`src/rtl/ksa_pkg.sv`:
```
// Shared helpers for the pipelined Kogge-Stone adder/subtractor:
// prefix-depth and latency arithmetic used to size the pipeline.
package ksa_pkg;

  localparam int KSA_MAX_WIDTH = 64;

  function automatic int clog2(input int v);
    int r;
    r = 0;
    for (int i = 0; i < 31; i++)
      if ((1 << i) < v) r = i + 1;
    return r;
  endfunction

  // Rank 0 + one register per REG_EVERY prefix levels + output rank
  function automatic int ksa_latency(input int width, input int reg_every);
    return 2 + (clog2(width) + reg_every - 1) / reg_every;
  endfunction

endpackage

```
`src/rtl/ksa_prefix_level.sv`:
```
// One Kogge-Stone prefix row: black cells at bit i >= SPAN, pass-through
// below. Purely combinational.
module ksa_prefix_level #(
  parameter int WIDTH = 32,
  parameter int SPAN  = 1
) (
  input  logic [WIDTH-1:0] g_in,
  input  logic [WIDTH-1:0] p_in,
  output logic [WIDTH-1:0] g_out,
  output logic [WIDTH-1:0] p_out
);

  for (genvar i = 0; i < WIDTH; i++) begin : g_bit
    if (i >= SPAN) begin : g_cell
      assign g_out[i] = g_in[i] | (p_in[i] & g_in[i-SPAN]);
      assign p_out[i] = p_in[i] & p_in[i-SPAN];
    end else begin : g_pass
      assign g_out[i] = g_in[i];
      assign p_out[i] = p_in[i];
    end
  end

endmodule

```
`src/rtl/ksa_pipelined_addsub.sv`:
```
// Pipelined Kogge-Stone add/subtract with flags, sideband tag and a
// valid/ready stream interface; the whole pipe stalls as one unit.
module ksa_pipelined_addsub
  import ksa_pkg::*;
#(
  parameter int WIDTH     = 32,
  parameter int REG_EVERY = 1,
  parameter int TAG_W     = 4
) (
  input  logic             clk,
  input  logic             rst_n,
  input  logic             in_valid,
  output logic             in_ready,
  input  logic [WIDTH-1:0] in_a,
  input  logic [WIDTH-1:0] in_b,
  input  logic             in_cin,
  input  logic             in_sub,
  input  logic [TAG_W-1:0] in_tag,
  output logic             out_valid,
  input  logic             out_ready,
  output logic [WIDTH-1:0] out_sum,
  output logic             out_cout,
  output logic             out_ovf,
  output logic             out_zero,
  output logic [TAG_W-1:0] out_tag
);

  localparam int NLVL   = clog2(WIDTH);
  localparam int LAT    = ksa_latency(WIDTH, REG_EVERY);
  localparam int STAGES = LAT - 1;     // vld_pipe[0] = rank 0, [STAGES] = output
  localparam int NRANK  = STAGES - 1;  // registered prefix ranks

  if (WIDTH < 4 || WIDTH > KSA_MAX_WIDTH || REG_EVERY < 1 || REG_EVERY > NLVL)
  begin : g_param_err
    $error("ksa_pipelined_addsub: illegal WIDTH/REG_EVERY");
  end

  logic [STAGES:0] vld_pipe;
  logic            advance;

  assign advance   = !vld_pipe[STAGES] || out_ready;
  assign in_ready  = advance;
  assign out_valid = vld_pipe[STAGES];

  always_ff @(posedge clk or negedge rst_n) begin
    if (!rst_n)       vld_pipe <= '0;
    else if (advance) vld_pipe <= {vld_pipe[STAGES-1:0], in_valid};
  end

  // Operand prep; carry-in folded into bit 0 generate
  logic [WIDTH-1:0] b_eff, g_in, p_in;
  logic             c0;

  always_comb begin
    b_eff   = in_sub ? ~in_b : in_b;
    c0      = in_sub | in_cin;
    p_in    = in_a ^ b_eff;
    g_in    = in_a & b_eff;
    g_in[0] = g_in[0] | (p_in[0] & c0);
  end

  // Rank storage; the last rank needs no group-propagate
  logic [WIDTH-1:0] g_d   [NRANK+1];
  logic [WIDTH-1:0] g_q   [NRANK+1];
  logic [WIDTH-1:0] p_d   [NRANK];
  logic [WIDTH-1:0] p_q   [NRANK];
  logic [WIDTH-1:0] po_q  [NRANK+1];
  logic             c0_q  [NRANK+1];
  logic [TAG_W-1:0] tag_q [NRANK+1];

  assign g_d[0] = g_in;
  assign p_d[0] = p_in;

  always_ff @(posedge clk) begin
    if (advance) begin
      for (int r = 0; r <= NRANK; r++) g_q[r] <= g_d[r];
      for (int r = 0; r < NRANK; r++)  p_q[r] <= p_d[r];
      po_q[0]  <= p_in;
      c0_q[0]  <= c0;
      tag_q[0] <= in_tag;
      for (int r = 1; r <= NRANK; r++) begin
        po_q[r]  <= po_q[r-1];
        c0_q[r]  <= c0_q[r-1];
        tag_q[r] <= tag_q[r-1];
      end
    end
  end

  // Prefix tree: lvl_* is the level output after its optional register
  logic [WIDTH-1:0] lvl_g [NLVL+1];
  logic [WIDTH-1:0] lvl_p [NLVL];

  assign lvl_g[0] = g_q[0];
  assign lvl_p[0] = p_q[0];

  for (genvar k = 1; k <= NLVL; k++) begin : g_lvl
    localparam bit REG = (k % REG_EVERY == 0) || (k == NLVL);
    logic [WIDTH-1:0] g_o, p_o;

    ksa_prefix_level #(
      .WIDTH (WIDTH),
      .SPAN  (1 << (k-1))
    ) u_lvl (
      .g_in  (lvl_g[k-1]),
      .p_in  (lvl_p[k-1]),
      .g_out (g_o),
      .p_out (p_o)
    );

    if (REG) begin : g_greg
      localparam int R = (k + REG_EVERY - 1) / REG_EVERY;
      assign g_d[R]   = g_o;
      assign lvl_g[k] = g_q[R];
    end else begin : g_gcomb
      assign lvl_g[k] = g_o;
    end

    if (k < NLVL) begin : g_pnext
      if (REG) begin : g_preg
        localparam int R = k / REG_EVERY;
        assign p_d[R]   = p_o;
        assign lvl_p[k] = p_q[R];
      end else begin : g_pcomb
        assign lvl_p[k] = p_o;
      end
    end else begin : g_plast
      logic p_unused;
      assign p_unused = ^p_o;
    end
  end

  // Final rank: carries from the completed group generates
  logic [WIDTH-1:0] g_f, carry, sum_c;

  assign g_f   = g_q[NRANK];
  assign carry = {g_f[WIDTH-2:0], c0_q[NRANK]};
  assign sum_c = po_q[NRANK] ^ carry;

  always_ff @(posedge clk or negedge rst_n) begin
    if (!rst_n) begin
      out_sum  <= '0;
      out_cout <= 1'b0;
      out_ovf  <= 1'b0;
      out_zero <= 1'b0;
      out_tag  <= '0;
    end else if (advance) begin
      out_sum  <= sum_c;
      out_cout <= g_f[WIDTH-1];
      out_ovf  <= carry[WIDTH-1] ^ g_f[WIDTH-1];
      out_zero <= ~|sum_c;
      out_tag  <= tag_q[NRANK];
    end
  end

endmodule

```
`config.mk`:
```
export PLATFORM = sky130hd
export DESIGN_NAME = ksa_pipelined_addsub
export DESIGN_NICKNAME = d
export VERILOG_FILES = /design/src/rtl/ksa_pkg.sv /design/src/rtl/ksa_prefix_level.sv /design/src/rtl/ksa_pipelined_addsub.sv
export SDC_FILE = /design/constraint.sdc
export NUM_CORES = 1
export LEC_CHECK = 0
export CORE_AREA = 4 4 164 205
export CTS_CLUSTER_DIAMETER = 50
export DETAILED_ROUTE_END_ITERATION = 8
export DIE_AREA = 0 0 168 209
export HOLD_SLACK_MARGIN = 0.12
export PLACE_DENSITY = 0.87
export SLEW_MARGIN = 20
export SYNTH_ARGS = -nofsm -noshare
export SYNTH_HDL_FRONTEND = slang
export SYNTH_SLANG_ARGS = --single-unit
```
`constraint.sdc`:
```
create_clock -name clk -period 31.4 [get_ports clk]
set_input_delay 6.28 -clock clk [delete_from_list [all_inputs] [get_ports clk]]
set_output_delay 6.28 -clock clk [all_outputs]
set_load 0.005 [all_outputs]
```
==> metrics.md <==
| Metric | Value |
|---|---|
| Run status | finished clean |
| Main combinational cell family by area after synthesis | compound AO/OA/AOI/OAI gates |
| Synth Cell Area | 19670 sq um |
| Adder-cell area share of the yosys netlist | 2.036% |
| TNS Setup | 0 ps |
| EDFF count, synth | 512 |
| Worst-Skew Late Latency | 560 ps |
| Area Growth Syn to Fin | 15.80% |
| Critical Path Sink Type | primary output |
| Post-Route WL | 31700 um |
| Clock Sinks | 558 |
| Die area | 35110 sq um |
| First-pass GRT wire length | 48530 um |
| Total gr overflow | 0 |
| Drt wl/cell | 19.94 um |
| Largest net degree at the start of global routing | 96 |
| PD cells | 97.35 nW/um^2 |
| Ratio of cells with drive above 1 in the final layout | 7.131% |
| Mapped Cells | 989 |
| Post-cts resize count | 0 |
| Clk slew on worst S/H paths | 60 ps |
| Most common flop cell mapped by yosys | edfxtp_1 |
| Number of port buffers | 114 |
| Post-synthesis async set-or-reset flop share | 8.244% |
| Multiplexer share of the synthesized area | 0.6298% |
| Total track usage | 17.97% |
| RSZ-0062 raised after global routing | no |
| Nets@finish | 1253 |
| Hold slack final | 412.5 ps |
| Overall Power | 2.217 mW |
| Minimum clock period | 14340 ps |
| Area of the multi-input gates | 3074 sq um |
| H-tree level count | 2 |
| Sequential cell area fraction in the yosys report | 84.03% |
| Hold Crit Class | register to register |
| Fmax | 0.06971 GHz |
| Final RePlAce weighted congestion | 0.8003 |
| Clk root buf | clkbuf_16 |
| Post-Synth XOR/XNOR Area | 2.895% |
| IO Count | 115 |
| Dpl hpwl | 20270 um |
| Row count | 73 |
| Yosys cell types | 24 |
| Synth Area in Compound Gates | 5.866% |
| Ranking of synthesized cells by area | edfxtp_1 78%, dfrtp_1 5.9%, a21o_1 5.0% |
| CTS Buf Count | 48 |
| Final period util | 45.68% |
| # fillers | 1734 |
| Slew headroom | 30.98% |
| Routed via count | 8741 |
| Vias per cell | 5.497 |
| Clock buffer depth | 3 |
| Critical path required time | 25120 ps |
| Synth area leader | edfxtp_1 |
| Most common cell in the netlist | edfxtp_1 |
| Syn_nets | 1095 |
| Synth cell count leaders | 512 x edfxtp_1, 130 x a21o_1, 98 x and2_1 |
| Max capacitance violation total | 0 |
| Die X | 168 um |
| Post-CTS setup buffer count | 0 |
| Drc violations | 0 |
| Placeable core area | 31690 sq um |
| DIE HEIGHT | 209 um |
| Cts hold-fix bufs | 0 |
| Initial Utilization | 62.05% |
| Sequential cell area | 16530 sq um |
| Max rail drop VDD | 0.00006259 V |
| Worst slew pin tran | 1035 ps |
| Post-DRT Antenna Nets | 0 |
| WP data arrival | 8060 ps |
| Final setup skew | 17.61 ps |
| Synthesis warning total | 0 |
| Crit-path max FO | 80 |
| Post-synth top area share | 78.17% |
| Simple-gate share of the synthesized area | 4.167% |
| Antenna violations before repair | 0 |
| WS Path Type | input port to primary output |
| Final hold violation count | 0 |
| FF+latch count, synth | 558 |
| Syn_area_per_cell | 19.89 sq um |
| Initial DRT Pass Iterations | 5 |
| Starting DRC count in detailed routing | 832 |
| CTS tree | done |
| Final setup viols | 0 |
| Vias in the first global route | 8974 |
| Leak Pwr | 8.636 nW |
| Fin. max-slew vios | 0 |
| # diodes | 0 |
| Crit path launch type | input port |
## sequential cells by signal, indices dropped and copies added, names as in the netlist
signal,cells
out_ovf,1
out_sum,32
p_q,103
out_cout,1
out_tag,4
g_q,192
out_zero,1
c0_q,6
po_q,187
vld_pipe,7
tag_q,24
## cells in the final DEF (no fill, tap or decap), types with 2 or more instances in the layout
cell type / instances
bufinv_16: 3
buf_4: 5
a21o_1: 130
a21oi_1: 32
inv_6: 2
buf_2: 2
xnor2_1: 33
ha_1: 32
clkdlybuf4s50_1: 112
clkbuf_1: 9
dfrtp_1: 46
and2_1: 98
nand4_1: 7
xor2_1: 32
clkinv_1: 10
clkinv_2: 6
nor2_1: 33
mux2_2: 11
clkbuf_16: 49
edfxtp_1: 512
## report_power, final
part / internal [mW] / total (mW) / switching (mW) / leakage (nW)
registers: 1.19 / 1.35 / 0.159 / 5.70
clock network: 0.309 / 0.549 / 0.240 / 0.712
logic: 0.156 / 0.321 / 0.165 / 2.22
## critical path, cell delays in order
cell and delay, ps:
clkdlybuf4s50_1 460, nand2b_4 620, clkdlybuf4s50_1 680
## area by class of cell
class	count	area share (%)
timing repair buffer	121	5.268
sequential	558	72.56
inverter	1	0.01648
tap	412	2.263
clock inverter	23	0.8625
clock buffer	58	5.532
multi-input combinational	417	13.50
## layer usage
metal  up-vias  part of all wire (%)  global-route usage, %
met3        79                   5.8                  3.425
met4         0                   4.7                  8.959
li1       4065                     -                      -
met5         -                     0                      0
met2       336                    52                  31.31
met1      4261                    38                  21.50
## cell families after synthesis
| logic type | after synthesis |
|---|---|
| compound gates | 164 |
| xor+xnor | 65 |
| fa+ha+maj | 32 |
| buf+inv | 14 |
| flops | 558 |
| mux | 11 |
| simple gates | 145 |
## final timing paths
check	startpoint	to	slack, ps	depth (start not counted)
max	out_ready	in_ready	17060	3
min	p_q[0][32]	p_q[0][64]	410	0
max reg2reg	vld_pipe[6]	g_q[0][15]	28100	3
min reg2reg	p_q[0][32]	p_q[0][64]	410	0
max in group asynchronous	rst_n	out_sum[20]	24890	1
min in group asynchronous	rst_n	out_tag[1]	5890	1
## metrics by stage
stage / utilization [%] / instance area (sq um) / cells / worst slack (ps)
global placement: 67.19 / 21300 / 1508 / 17070
detailed placement: 67.19 / 21300 / 1508 / 17050
CTS: 71.79 / 22750 / 1589 / 17040
global route: 71.86 / 22780 / 1590 / 16940
finish: 71.86 / 22780 / 1590 / 17060
floorplan: - / 19670 / 989 / 12540
Power figures use the tool's default switching activity.
